--- config.mk ---
export PLATFORM = sky130hd
export DESIGN_NAME = vga_scan_gen
export DESIGN_NICKNAME = d
export VERILOG_FILES = /design/src/rtl/vga_pkg.sv /design/src/rtl/vga_axis_counter.sv /design/src/rtl/vga_scan_gen.sv
export SDC_FILE = /design/constraint.sdc
export NUM_CORES = 1
export LEC_CHECK = 0
export CAP_MARGIN = 40
export CORE_MARGIN = 3
export CORE_UTILIZATION = 60
export CTS_CLUSTER_DIAMETER = 80
export DETAILED_ROUTE_END_ITERATION = 7
export DONT_BUFFER_PORTS = 1
export PLACE_DENSITY = 0.76
export SYNTH_ARGS = -nofsm -noshare
export SYNTH_HDL_FRONTEND = slang
export SYNTH_SLANG_ARGS = --single-unit
--- constraint.sdc ---
create_clock -name Clk -period 2.3 [get_ports Clk]
set_input_delay 0.115 -clock Clk [delete_from_list [all_inputs] [get_ports Clk]]
set_output_delay 0.115 -clock Clk [all_outputs]
set_load 0.05 [all_outputs]
--- src/rtl/vga_pkg.sv ---
// Shared types and default 640x480@60 timing for the VGA raster scan generator.
package vga_pkg;

    localparam int COORD_W   = 10;
    localparam int COORD_MAX = (1 << COORD_W) - 1;

    typedef logic [COORD_W-1:0] coord_t;

    typedef struct packed {
        logic [7:0] r;
        logic [7:0] g;
        logic [7:0] b;
    } rgb_t;

    localparam int DEF_H_VISIBLE = 640;
    localparam int DEF_H_FP      = 16;
    localparam int DEF_H_SYNC    = 96;
    localparam int DEF_H_BP      = 48;
    localparam int DEF_V_VISIBLE = 480;
    localparam int DEF_V_FP      = 10;
    localparam int DEF_V_SYNC    = 2;
    localparam int DEF_V_BP      = 33;
    localparam int DEF_CLK_DIV   = 2;

    function automatic int h_total(input int vis, input int fp, input int sync, input int bp);
        return vis + fp + sync + bp;
    endfunction

    function automatic int v_total(input int vis, input int fp, input int sync, input int bp);
        return vis + fp + sync + bp;
    endfunction

endpackage

--- src/rtl/vga_axis_counter.sv ---
// One raster axis: wrap counter with enable, terminal count, and registered
// sync-window / visible-region decode aligned with the count.
module vga_axis_counter
    import vga_pkg::*;
#(
    parameter int TOTAL   = 800,
    parameter int VISIBLE = 640,
    parameter int WIN_LO  = 656,
    parameter int WIN_HI  = 752
) (
    input  logic   i_clk,
    input  logic   i_rst_n,
    input  logic   i_en,
    output coord_t o_cnt,
    output logic   o_tc,
    output logic   o_sync_n,
    output logic   o_vis
);

    localparam coord_t C_LAST = coord_t'(TOTAL - 1);
    localparam coord_t C_VIS  = coord_t'(VISIBLE);
    localparam coord_t C_WLO  = coord_t'(WIN_LO);
    localparam coord_t C_WHI  = coord_t'(WIN_HI);

    coord_t r_cnt;
    coord_t w_cnt_next;
    logic   r_sync_n;
    logic   r_vis;
    logic   w_tc;

    assign w_tc = (r_cnt == C_LAST);

    always_comb begin
        w_cnt_next = r_cnt;
        if (i_en) begin
            w_cnt_next = w_tc ? '0 : r_cnt + coord_t'(1);
        end
    end

    // Decode the next count so the flags change on the same edge as the count.
    always_ff @(posedge i_clk or negedge i_rst_n) begin
        if (!i_rst_n) begin
            r_cnt    <= '0;
            r_sync_n <= 1'b1;
            r_vis    <= 1'b0;
        end else begin
            r_cnt    <= w_cnt_next;
            r_sync_n <= !((w_cnt_next >= C_WLO) && (w_cnt_next < C_WHI));
            r_vis    <= (w_cnt_next < C_VIS);
        end
    end

    assign o_cnt    = r_cnt;
    assign o_tc     = w_tc;
    assign o_sync_n = r_sync_n;
    assign o_vis    = r_vis;

endmodule

--- src/rtl/vga_scan_gen.sv ---
// Raster scan generator and VGA pin driver. Define VGA_OUT_REG_EN to register
// the colour and sync pins one pixel behind DrawX/DrawY.
module vga_scan_gen
    import vga_pkg::*;
#(
    parameter int H_VISIBLE = DEF_H_VISIBLE,
    parameter int H_FP      = DEF_H_FP,
    parameter int H_SYNC    = DEF_H_SYNC,
    parameter int H_BP      = DEF_H_BP,
    parameter int V_VISIBLE = DEF_V_VISIBLE,
    parameter int V_FP      = DEF_V_FP,
    parameter int V_SYNC    = DEF_V_SYNC,
    parameter int V_BP      = DEF_V_BP,
    parameter int CLK_DIV   = DEF_CLK_DIV
) (
    input  logic       Clk,
    input  logic       Reset_n,
    input  logic [7:0] Red,
    input  logic [7:0] Green,
    input  logic [7:0] Blue,
    output coord_t     DrawX,
    output coord_t     DrawY,
    output logic       frame_start,
    output logic       pix_en,
    output logic       VGA_CLK,
    output logic       VGA_HS,
    output logic       VGA_VS,
    output logic       VGA_BLANK_N,
    output logic       VGA_SYNC_N,
    output logic [7:0] VGA_R,
    output logic [7:0] VGA_G,
    output logic [7:0] VGA_B
);

    localparam int H_TOT = h_total(H_VISIBLE, H_FP, H_SYNC, H_BP);
    localparam int V_TOT = v_total(V_VISIBLE, V_FP, V_SYNC, V_BP);
    localparam int DIV_W = $clog2(CLK_DIV);

    localparam logic [DIV_W-1:0] DIV_LAST = DIV_W'(CLK_DIV - 1);
    localparam logic [DIV_W-1:0] DIV_HALF = DIV_W'(CLK_DIV / 2);

    if (H_TOT > COORD_MAX) begin : g_h_too_wide
        $error("vga_scan_gen: horizontal total %0d exceeds 10-bit counter", H_TOT);
    end
    if (V_TOT > COORD_MAX) begin : g_v_too_wide
        $error("vga_scan_gen: vertical total %0d exceeds 10-bit counter", V_TOT);
    end
    if ((CLK_DIV < 2) || ((CLK_DIV % 2) != 0)) begin : g_bad_div
        $error("vga_scan_gen: CLK_DIV %0d must be even and at least 2", CLK_DIV);
    end

    logic [DIV_W-1:0] r_div;
    logic [DIV_W-1:0] w_div_next;
    logic             r_vga_clk;
    logic             w_pix_en;

    assign w_pix_en = (r_div == DIV_LAST);

    always_comb begin
        w_div_next = r_div + DIV_W'(1);
        if (w_pix_en) begin
            w_div_next = '0;
        end
    end

    // VGA_CLK is registered from the next divider value to keep the DAC clock glitch-free.
    always_ff @(posedge Clk or negedge Reset_n) begin
        if (!Reset_n) begin
            r_div     <= '0;
            r_vga_clk <= 1'b0;
        end else begin
            r_div     <= w_div_next;
            r_vga_clk <= (w_div_next >= DIV_HALF);
        end
    end

    coord_t w_hc;
    coord_t w_vc;
    logic   w_h_tc;
    logic   w_v_tc;
    logic   w_h_sync_n;
    logic   w_v_sync_n;
    logic   w_h_vis;
    logic   w_v_vis;
    logic   w_v_en;

    assign w_v_en = w_pix_en & w_h_tc;

    vga_axis_counter #(
        .TOTAL   (H_TOT),
        .VISIBLE (H_VISIBLE),
        .WIN_LO  (H_VISIBLE + H_FP),
        .WIN_HI  (H_VISIBLE + H_FP + H_SYNC)
    ) u_h_axis (
        .i_clk    (Clk),
        .i_rst_n  (Reset_n),
        .i_en     (w_pix_en),
        .o_cnt    (w_hc),
        .o_tc     (w_h_tc),
        .o_sync_n (w_h_sync_n),
        .o_vis    (w_h_vis)
    );

    vga_axis_counter #(
        .TOTAL   (V_TOT),
        .VISIBLE (V_VISIBLE),
        .WIN_LO  (V_VISIBLE + V_FP),
        .WIN_HI  (V_VISIBLE + V_FP + V_SYNC)
    ) u_v_axis (
        .i_clk    (Clk),
        .i_rst_n  (Reset_n),
        .i_en     (w_v_en),
        .o_cnt    (w_vc),
        .o_tc     (w_v_tc),
        .o_sync_n (w_v_sync_n),
        .o_vis    (w_v_vis)
    );

    logic w_blank_n;
    rgb_t w_rgb_in;
    rgb_t w_rgb_out;
    logic w_hs_out;
    logic w_vs_out;
    logic w_blank_n_out;

    assign w_blank_n = w_h_vis & w_v_vis;
    assign w_rgb_in  = {Red, Green, Blue};

`ifdef VGA_OUT_REG_EN
    logic r_hs;
    logic r_vs;
    logic r_blank_n;
    rgb_t r_rgb;

    // Colour and sync share one pixel-wide pipeline stage so the pins stay aligned.
    always_ff @(posedge Clk or negedge Reset_n) begin
        if (!Reset_n) begin
            r_hs      <= 1'b1;
            r_vs      <= 1'b1;
            r_blank_n <= 1'b0;
            r_rgb     <= '0;
        end else if (w_pix_en) begin
            r_hs      <= w_h_sync_n;
            r_vs      <= w_v_sync_n;
            r_blank_n <= w_blank_n;
            r_rgb     <= w_rgb_in;
        end
    end

    assign w_hs_out      = r_hs;
    assign w_vs_out      = r_vs;
    assign w_blank_n_out = r_blank_n;
    assign w_rgb_out     = r_blank_n ? r_rgb : '0;
`else
    assign w_hs_out      = w_h_sync_n;
    assign w_vs_out      = w_v_sync_n;
    assign w_blank_n_out = w_blank_n;
    assign w_rgb_out     = w_blank_n ? w_rgb_in : '0;
`endif

    assign DrawX       = w_hc;
    assign DrawY       = w_vc;
    assign pix_en      = w_pix_en;
    assign frame_start = w_pix_en & w_h_tc & w_v_tc;
    assign VGA_CLK     = r_vga_clk;
    assign VGA_HS      = w_hs_out;
    assign VGA_VS      = w_vs_out;
    assign VGA_BLANK_N = w_blank_n_out;
    assign VGA_SYNC_N  = 1'b0;
    assign VGA_R       = w_rgb_out.r;
    assign VGA_G       = w_rgb_out.g;
    assign VGA_B       = w_rgb_out.b;

endmodule

* Word-level counts from Yosys, hierarchy flattened
Index checks and enable logic that the tools add are counted.
** Storage, ports and cells
- Flip-flop bits (word level) :: 26
- Input bits :: 26
- Output and inout port bits :: 51
- Logic and storage cells :: 33
** Operators by class
- Add/subtract/negate cells :: 3
- $lt $le $gt $ge :: 7
- Equality and inequality tests :: 2
- Mux-type cells :: 6
- Bitwise operators :: 3
- Reduce and logical (&&, ||, !) cells :: 4
** Operator list (count)
- $mux W10 :: 4
- $mux W24 :: 1
- $add A10 B1 Y10 const B :: 2
- $eq A10 B10 Y1 const B :: 2
- $lt A10 B10 Y1 const B :: 2
- $lt A10 B9 Y1 const B :: 2
- $ge A10 B10 Y1 const B :: 1
- $ge A10 B9 Y1 const B :: 1
- $and A1 B1 Y1 :: 3
- $logic_and A1 B1 Y1 :: 2
- $logic_not A1 Y1 :: 2
- $add A1 B1 Y1 const B :: 1
- $ge A1 B1 Y1 const B :: 1
- $mux W1 :: 1

* Logic depth before layout (Yosys ltp)
- Word-level depth :: 6
- Depth in mapped cells :: 8
- Depth with buffers taken out :: 8

* Hierarchy
From an unflattened synthesis, not the netlist that was laid out.
** Second synthesis, totals
- Cells, all modules :: 180
- Area total of the unflattened synthesis :: 1626.6 um2
** Modules (own cells, without submodules)
- vga_axis_counter at u_v_axis :: times used 1, cells each 73, area an instance 691.9 um2, seq. area each 301.5 um2
- vga_axis_counter at u_h_axis :: times used 1, cells each 71, area an instance 685.7 um2, seq. area each 301.5 um2
- vga_scan_gen :: times used 1, cells each 36, area an instance 249.0 um2, seq. area each 25.0 um2

* Least setup slack after synthesis
OpenSTA, ideal clock, no wires.
- Path kind :: reg-to-reg
- Start point :: register u_h_axis.r_cnt[0] (netlist: u_h_axis.o_cnt[0])
- End point :: register u_v_axis.r_sync_n (netlist: u_v_axis.o_sync_n)
- Library setup time :: 86 ps
- Arrival :: 2363 ps
- Data required time :: 2214 ps
- Path slack :: -149 ps
- Stages on the path, launching flop included :: 9
- Buffers on the path :: 1
- Period minus slack after synthesis :: 2449 ps
- Path through :: dfrtp_1 ha_1 nand3_2 or4_1 buf_6 nor3_4 xnor2_1 nor4_2 nand3_1
** On the way
- Longest elaborated chain between the ends :: 6
- Elaborated cells between the ends (all ways) :: 7
- Those cells by class :: order compare (2); eq/ne (1); mux (1); bitwise (1); reduce/logical (2)
** RTL lines
- start, declared :: RTL line vga_axis_counter.sv:25 : coord_t r_cnt;
- start signal, assigned :: RTL line vga_axis_counter.sv:47 : r_cnt <= w_cnt_next;
- $eq A10 B10 Y1 (*) :: RTL line vga_axis_counter.sv:31 : assign w_tc = (r_cnt == C_LAST);
- $and A1 B1 Y1 (*) :: RTL line vga_scan_gen.sv:87 : assign w_v_en = w_pix_en & w_h_tc;
- $mux W10 (*) :: RTL line vga_axis_counter.sv:35 : if (i_en) begin
- $ge A10 B9 Y1 / $lt A10 B9 Y1 (equally long branches) :: RTL line vga_axis_counter.sv:48 : r_sync_n <= !((w_cnt_next >= C_WLO) && (w_cnt_next < C_WHI));
- $logic_and A1 B1 Y1 (*) :: RTL line vga_axis_counter.sv:48
- $logic_not A1 Y1 (*) :: RTL line vga_axis_counter.sv:48
- end signal, assigned :: RTL line vga_axis_counter.sv:48
- end, declared :: RTL line vga_axis_counter.sv:27 : logic r_sync_n;
Every way passes the cells marked *; elsewhere a longest branch is shown, timed or not.

* Worst setup path in the final report
Ends and elaborated chain as after synthesis.

==> results.md <==
Die:
- The x dimension of the die is between 50 and 60 µm.
- The vertical extent of the die is slightly below 60 µm.
- The die outline area is 0.00337 mm².
- The floorplan has 18 rows.
- The I/O pin count is 77.
- The initial utilization of the core area, before any placement, comes to 0.645.
- After floorplanning, the core was sized to cover approximately 0.0025 mm².

Clock tree:
- After clock tree synthesis, the clock-pin slew on the worst setup and hold paths is ~0.15 ns.
- The number of clock sinks is 25.
- TritonCTS built the clock tree.
- The clock tree buffer depth is 2.
- In this run the number of H-tree levels came out at 1.
- The post-cts gate resize count is 0.
- CTS placed an instance of sky130_fd_sc_hd__clkbuf_4 at the clock tree root.
- The number of clock buffers inserted by TritonCTS is 3.
- The clock latency on the worst-skew pair is 0.33 ns.

Place:
- The count of buffers from port buffering is 0.
- Routability-driven placement finished with a final weighted congestion of about 0.92.
- The placement-stage worst setup slack is between 0.15 and 0.2 ns.
- After legalization and detailed placement, the total HPWL measured 3150 µm.

Power and ir drop:
- Across the VDD grid, the largest voltage drop is roughly 0.00036 V.
- Summed over all nets, the switching power comes to 0.239 mW.
- Of the total power, the share spent switching nets is 0.313.
- The static leakage power is a little under 0.9 nW.
- The power density over the cells is about 400 mW/mm².
- The cell-internal power is 0.522 mW.
- The share of total power dissipated in combinational logic is 0.151.
- The clock group share of total power is 0.271.
- The share of total power dissipated in sequential elements is 0.578.

Timing:
- The total negative slack for setup checks is 0 ns.
- Hold timing on the final database bottoms out at a slack of roughly 0.20 ns.
- The actual transition at the worst max-transition pin is between 0.5 and 0.6 ns.
- Setup repair after global routing left no endpoint under its margin.
- The remaining max-slew budget at the tightest pin is 0.664.
- The fmax is between 400 and 500 MHz.
- The final worst-path cycle share is 0.945.
- The final number of max-transition violations is 0.
- The total count of hold-check failures in the final report is 0.
- Across all setup checks in the final design, the least slack found is ~0.13 ns.
- Setup violations remaining at the end of the flow were counted as 0.
- Clock skew on the completed layout was measured at 0.00627 ns.
- The smallest clock period supported by the final layout is computed as 2.17 ns.

Worst setup path:
- In this run the worst path has a maximum fanout of 6.
- The worst register-to-register path begins at u_h_axis.o_cnt[0].
- The worst setup slack for register-to-register paths is approximately 0.13 ns.
- The endpoint identified for the worst register-to-register timing path is u_v_axis.o_sync_n.
- The critical path starts at u_h_axis.o_cnt[0].
- The startpoint kind of the worst setup timing path is a register.
- STA classifies the critical path endpoint as a register.
- Counting cells, the worst reg-to-reg path comes to 7.
- The worst setup path is of the register to register kind.
- Data arrives at the worst endpoint at around 2.4 ns.
- In this run the worst setup path terminates at u_v_axis.o_sync_n.
- STA puts the critical path data required time at 2.56 ns.

Synthesis:
- The mapped netlist covers roughly 0.0016 mm².
- The number of enable-type register cells in the synthesized netlist is 0.
- The number of warnings reported in the yosys synthesis log is 0.
- The primary flip-flop cell chosen by synthesis mapping is sky130_fd_sc_hd__dfrtp_1.
- After synthesis, the share of flip-flops with an asynchronous set or reset is 1.00.
- The biggest area contributor in the post-synthesis netlist is sky130_fd_sc_hd__dfrtp_1.
- The share of synthesized area in the top cell type comes to 0.354.
- The gate count of the mapped netlist is 186.
- After synthesis, the cell types taking the most area are sky130_fd_sc_hd__dfrtp_1 35%, sky130_fd_sc_hd__and3_1 10%, sky130_fd_sc_hd__nand2_1 3.7%.
- Dividing the synthesized area by the synthesized cell count gives 8.74 µm².
- The share of the Yosys chip area taken by registers is 0.386.
- The number of library cell types mapped by synthesis is 49.
- Synthesis produced a netlist with a net count of roughly 220.
- The post-synthesis register bit count is 25.

Status:
- The run finished with clean final reports.

Drt:
- Dividing the detail-routed via count by the number of cells gives ~6.3.
- Detailed routing inserted a total of 1510 vias.
- The wire length per cell after detailed routing is around 17 µm.
- The final routed DRC violation total is 0.
- For this run, the detailed router's first-pass iteration total came to 6.
- The detailed router finished its first iteration with 57 violations.
- In this run the remaining antenna-violating nets after routing total 0.
- The routed design has roughly 4000 µm of wire.

GRT:
- The number of global-route vias before repair is around 1500.
- The first global-routing pass estimated ~6900 µm of wire.
- Entering global routing, the biggest net connects 26 pins.
- The residual overflow from global routing is 0.
- The total global-route track usage is 0.261.
- The number of antenna violations at the first check in global routing is 0.

Cells and area:
- From synthesis to final layout, the design area changed by 15.8%.
- The final core utilization is 0.747.
- In the final layout, the share of cells above drive strength 1 is 0.239.
- The final-stage net count is roughly 240.
- The most common cell after layout, fill and taps aside is sky130_fd_sc_hd__buf_4.
- The repair_antennas step left the layout with diodes totalling 0.
- In the layout the commonest cells are 28 x sky130_fd_sc_hd__buf_4, 26 x sky130_fd_sc_hd__and3_1, 19 x sky130_fd_sc_hd__dfrtp_1.

Run:
- Across the run, the number of max-cap violations was 0.

Min path:
- The class of the worst hold path is input pin to async pin.
==> state kept, by name, indices dropped and copies added, names as in the netlist <==
register	cells
u_v_axis.o_sync_n	1
u_v_axis.o_vis	1
u_v_axis.o_cnt	10
u_h_axis.o_cnt	10
pix_en	1
u_h_axis.o_sync_n	1
u_h_axis.o_vis	1
==> per-layer routing <==
metal / part of all wire / global-route usage / wire, µm / up-vias
met4: 0.012 / 0.0728 / 50 / 0
met2: 0.48 / 0.445 / 1960 / 86
met1: 0.41 / 0.340 / 1670 / 700
met3: 0.099 / 0.0468 / 405 / 8
met5: 0 / 0 / 0 / -
li1: - / - / - / 716
==> power groups by stage <==
stage	Combinational [mW]	Clock [mW]	Sequential (mW)
2_1_floorplan	0.101	0	0.448
3_3_place_gp	0.103	0	0.448
3_5_place_dp	0.102	0	0.448
4_1_cts	0.116	0.208	0.440
5_1_grt	0.119	0.228	0.440
6_report	0.115	0.206	0.440
==> Yosys cell counts, types with 2 or more instances <==
master                     number
sky130_fd_sc_hd__and3_1        26
sky130_fd_sc_hd__dfrtp_1       23
sky130_fd_sc_hd__nand2_1       16
sky130_fd_sc_hd__inv_1         12
sky130_fd_sc_hd__o21ai_0       11
sky130_fd_sc_hd__nand4_1        8
sky130_fd_sc_hd__a21oi_1        7
sky130_fd_sc_hd__clkbuf_1       6
sky130_fd_sc_hd__nand3_1        6
sky130_fd_sc_hd__nor2_1         6
sky130_fd_sc_hd__nor3_1         6
sky130_fd_sc_hd__xor2_1         6
sky130_fd_sc_hd__and2_1         3
sky130_fd_sc_hd__buf_6          3
sky130_fd_sc_hd__ha_1           3
sky130_fd_sc_hd__a31oi_1        2
sky130_fd_sc_hd__a32oi_1        2
sky130_fd_sc_hd__buf_4          2
sky130_fd_sc_hd__dfstp_2        2
sky130_fd_sc_hd__nor4_2         2
sky130_fd_sc_hd__o21ai_1        2
sky130_fd_sc_hd__o31ai_1        2
sky130_fd_sc_hd__or3_1          2
sky130_fd_sc_hd__or4_1          2
sky130_fd_sc_hd__xnor2_1        2
==> worst min-delay path by stage <==
stage          startpoint           endpoint  slack [ns]  depth (start not counted)
2_1_floorplan     Reset_n             pix_en       -0.18                          0
3_3_place_gp      Reset_n  u_v_axis.o_cnt[3]       -0.18                          0
3_5_place_dp      Reset_n  u_v_axis.o_cnt[4]       -0.18                          0
4_1_cts           Reset_n  u_v_axis.o_cnt[2]        0.21                          2
5_1_grt           Reset_n  u_v_axis.o_cnt[2]        0.20                          2
6_report          Reset_n  u_v_axis.o_cnt[2]        0.20                          2
==> what timing repair did <==
item / CTS / global route
hold endpoints to repair: 25 / 0
buffers inserted: 0 / 0
hold buffers: 2 / 0
==> cells by family after synthesis <==
logic type | share of synthesized area
muxes | 0.00615
buffers and inverters | 0.0746
DFF | 0.386
adders and majority gates | 0.0231
AOI/OAI and AO/OA | 0.125
other | 0.00231
xor gates and xnor gates | 0.0431
and+or+nand+nor | 0.340
==> area by class of cell <==
type | instances | area (µm²)
clock buffers | 3 | 22.5
clock inverters | 1 | 7.51
fillers | 189 | 639
inverters | 12 | 45.0
multi-input cells | 137 | 877
flip-flops and latches | 25 | 633
well taps | 30 | 37.5
repair buffers | 31 | 260
==> per-stage QoR <==
stage | instances | instance area (µm²) | total power, mW
final | 239 | 1880 | 0.761
after global routing | 239 | 1880 | 0.787
after CTS | 239 | 1880 | 0.764
after detailed placement | 233 | 1820 | 0.550
after global placement | 233 | 1820 | 0.551
after floorplan | 186 | 1630 | 0.549
==> worst max-delay path, cell delays in order, from the launching register on <==
cell,delay [ns]
sky130_fd_sc_hd__dfrtp_2,0.45
sky130_fd_sc_hd__ha_1,0.22
sky130_fd_sc_hd__nand3_2,0.13
sky130_fd_sc_hd__or4_1,0.59
sky130_fd_sc_hd__nor3_4,0.20
sky130_fd_sc_hd__xnor2_1,0.13
sky130_fd_sc_hd__nor4_2,0.28
sky130_fd_sc_hd__nand3_1,0.11
No activity file was read; power rests on OpenSTA's default activity.
